**src/rtl/demux_4x_nbit.sv**
```systemverilog
// Registered 1-to-4 demultiplexer: routes an N-bit word to one of four lanes,
// zeroing the idle lanes, with a one-hot lane-valid strobe.
module demux_4x_nbit #(
  parameter int N = 8
) (
  input  logic         clk,
  input  logic         rst_n,
  input  logic [N-1:0] y,
  input  logic [1:0]   sel,
  input  logic         in_valid,
  output logic [N-1:0] a,
  output logic [N-1:0] b,
  output logic [N-1:0] c,
  output logic [N-1:0] d,
  output logic [3:0]   valid_out
);

  logic [N-1:0] a_q, b_q, c_q, d_q;
  logic [N-1:0] a_d, b_d, c_d, d_d;
  logic [3:0]   valid_q, valid_d;

  // Idle lanes load zero every cycle so no stale word ever lingers.
  always_comb begin
    a_d     = '0;
    b_d     = '0;
    c_d     = '0;
    d_d     = '0;
    valid_d = 4'b0000;
    if (in_valid) begin
      unique case (sel)
        2'b00: begin a_d = y; valid_d = 4'b0001; end
        2'b01: begin b_d = y; valid_d = 4'b0010; end
        2'b10: begin c_d = y; valid_d = 4'b0100; end
        2'b11: begin d_d = y; valid_d = 4'b1000; end
        default: ;
      endcase
    end
  end

  always_ff @(posedge clk or negedge rst_n) begin
    if (!rst_n) begin
      a_q     <= '0;
      b_q     <= '0;
      c_q     <= '0;
      d_q     <= '0;
      valid_q <= 4'b0000;
    end else begin
      a_q     <= a_d;
      b_q     <= b_d;
      c_q     <= c_d;
      d_q     <= d_d;
      valid_q <= valid_d;
    end
  end

  assign a         = a_q;
  assign b         = b_q;
  assign c         = c_q;
  assign d         = d_q;
  assign valid_out = valid_q;

endmodule

```
**config.mk**
```make
export PLATFORM = sky130hd
export DESIGN_NAME = demux_4x_nbit
export DESIGN_NICKNAME = d
export VERILOG_FILES = /design/src/rtl/demux_4x_nbit.sv
export SDC_FILE = /design/constraint.sdc
export NUM_CORES = 1
export LEC_CHECK = 0
export ABC_AREA = 1
export CORE_MARGIN = 4
export CORE_UTILIZATION = 35
export CTS_BUF_LIST = sky130_fd_sc_hd__clkbuf_4 sky130_fd_sc_hd__clkbuf_8
export DETAILED_ROUTE_END_ITERATION = 7
export PLACE_DENSITY = 0.71
export SLEW_MARGIN = 0
export SYNTH_ARGS = -nofsm -noshare
export SYNTH_HDL_FRONTEND = slang
export SYNTH_SLANG_ARGS = --single-unit
export TNS_END_PERCENT = 1
```
**constraint.sdc**
```tcl
create_clock -name clk -period 0.8 [get_ports clk]
set_input_delay 0.12 -clock clk [delete_from_list [all_inputs] [get_ports clk]]
set_output_delay 0.12 -clock clk [all_outputs]
set_load 0.02 [all_outputs]
```
==> summary.md <==
| Metric | Value |
|---|---|
| Outcome | `complete, but fails checks` |
| Violated checks | `negative setup slack` |
| CP max stage cell | `dfrtp_1` |
| Fin nets | `156` |
| CTS tree | `built` |
| Setup Viol. Count Final | `50` |
| Hold-fix buffers, CTS | `0` |
| Gp weighted congestion | `between 0.7 and 0.8` |
| Netlist cell types | `5` |
| DR vias/cell | `around 4.1` |
| Leading register cell type out of synthesis | `dfrtp_1` |
| Hold slack | `0.149 ns` |
| Number of global-route vias before repair | `758` |
| # DRC | `0` |
| Syn Inst Count | `just under 90` |
| Largest delay share family, worst path | `flip-flops` |
| Hold Vio Cnt, Final | `0` |
| CP arrival | `roughly 0.87 ns` |
| CTS root buffer | `clkbuf_4` |
| Die X | `64.4 um` |
| Worst slew pin tran | `0.235 ns` |
| Cell chain of the critical path | `buf_2` |
| Crit end category | `output pin` |
| Sequential area share after synthesis | `0.809` |
| Clock sinks | `36` |
| Critical Path RT | `between 0.6 and 0.7 ns` |
| Cell Area, Synth | `between 0.001 and 0.0015 mm^2` |
| Pleak | `~0.98 nW` |
| Largest net degree at the start of global routing | `37` |
| Post-DP HPWL | `around 1700 um` |
| Area leader, netlist | `dfrtp_1` |
| Crit-path max FO | `1` |
| Fill count | `287` |
| Post-Layout Cell Count | `188` |
| VDD IR max | `0.000725 V` |
| CTS buffer count | `5` |
| First-pass DRT Iterations | `4` |
| Yosys reg bits | `36` |
| Post-synth EDFFs | `0` |
| Critical Path Source Type | `flop` |
| Power per standard cell area | `1960 mW/mm^2` |
| PortBufs | `between 40 and 50` |
| Initial Util | `0.365` |
| Syn. warnings | `0` |
| Commonest cells in the netlist | `dfrtp_1, nor2_1, inv_1` |
| Top-count cell post-synth | `dfrtp_1` |
| Die area | `0.00415 mm^2` |
| Num rows | `20` |
| Dpl cells | `180` |
| Die extent in y | `approximately 64 um` |
| IO Count | `~50` |
| GR Util All Layers | `0.120` |
| Setup crit start | `d[7]$_DFF_PN0_` |
| CP peak stage delay | `around 0.38 ns` |
| # diodes | `0` |
| Tcrit/Tclk final | `1.23` |
| First-pass GRT wire length | `between 3000 and 4000 um` |
| Synth async-reset ratio | `1.00` |
| Setup slack after placement | `-0.394 ns` |
| Period minus WS final | `~1 ns` |
| RSZ-0062 raised after global routing | `yes` |
| Synth Net Count | `100` |
| Synthesized area per cell | `12.8 um^2` |
| Avg WL per Cell | `about 12 um` |
| Final WL | `around 2300 um` |
| Synth top area share | `0.809` |
| Vias | `a little under 800` |
| Max H-tree Level | `2` |
| Crit path buf inv count | `1` |
| Max-Cap Viols | `0` |
| Tot Pwr | `0.00316 W` |
| Hold crit path type | `primary input to asynchronous set/reset pin` |
| CTS clk-pin slew, worst paths | `0.10 ns` |
| Routed Antenna Nets | `0` |
| Relative slew slack | `0.843` |
| Fmax | `slightly above 1000 MHz` |
| CP Class | `flop to output pin` |
| Ratio of cells with drive above 1 in the final layout | `0.340` |
| P&R area growth vs syn | `44.7%` |
| Initial antenna violation count | `0` |
| Post-CTS setup buffers | `0` |
| Core area | `between 0.003 and 0.004 mm^2` |
| Gr ovfl total | `0` |
| Clock Tree Buf Depth | `2` |
| Slew Limit Fails | `0` |
| Synth area leaders | `dfrtp_1, nor2_1, inv_1, nand3_2, nand2_2` |
| Worst Slack Setup Final | `-0.186 ns` |
| First-iteration detailed-routing DRC count | `20` |
| Setup TNS | `-6.41 ns` |
-- stage by stage --
| stage | util | instance area (um^2) |
|---|---|---|
| floorplan | - | 1110 |
| global placement | 0.547 | 1670 |
| detailed placement | 0.547 | 1670 |
| CTS | 0.514 | 1570 |
| global route | 0.528 | 1610 |
| finish | 0.528 | 1610 |
-- where the power goes --
part           internal [W]  switching, W
sequential          0.00187     0.0000142
clock              0.000418      0.000540
combinational      0.000125      0.000193
-- metal layers --
metal | up-vias | wire length, um | global-route usage
li1 | 364 | - | -
met1 | 363 | 872 | 0.138
met2 | 38 | 1130 | 0.187
met3 | 4 | 252 | 0.0650
met4 | 0 | 38 | 0.0475
met5 | - | 0 | 0
-- logic make-up (layout without fill, tap and decap cells) --
logic type / count (synthesis) / after routing / synth area share
buffers and inverters: 14 / 71 / 0.0472
DFF: 36 / 36 / 0.809
and+or+nand+nor: 37 / 37 / 0.144
-- final cells by class --
class                   instances  area (um^2)  area share
repair buffers                 49          382       0.237
flip-flops and latches         36          901       0.559
well taps                      44         55.1      0.0342
clock inverters                 2         10.0     0.00621
inverters                      14         52.6      0.0326
clock buffers                   6         51.3      0.0318
multi-input cells              37          160      0.0994
-- worst paths after layout --
path	slack, ns	depth (start not counted)	endpoint
setup / recovery	-0.19	1	d[7]
hold / removal	0.15	2	c[0]$_DFF_PN0_
max in group asynchronous	0.48	2	d[1]$_DFF_PN0_
min in group clk	0.24	3	d[3]$_DFF_PN0_
-- sequential cells by signal, summed over array words and instances, names as in the netlist --
signal and flops:
valid_out 4, c 8, b 8, a 8
d 8
-- layout by cell type, fill, tap and decap left out --
cell type / count
inv_1: 14
dfrtp_1: 36
dlymetal6s2s_1: 2
buf_6: 9
nand2_2: 1
clkdlybuf4s50_1: 10
buf_12: 1
clkinv_2: 2
buf_2: 27
clkbuf_4: 5
nand3_2: 3
nor2_1: 33
clkbuf_8: 1
-- what timing repair did --
action                     CTS  global route
pin swaps                    0             0
gates resized for setup    150            14
setup endpoints to repair   44            71
cloned                       0             0
Note: power is estimated with default switching activity, not from simulation.
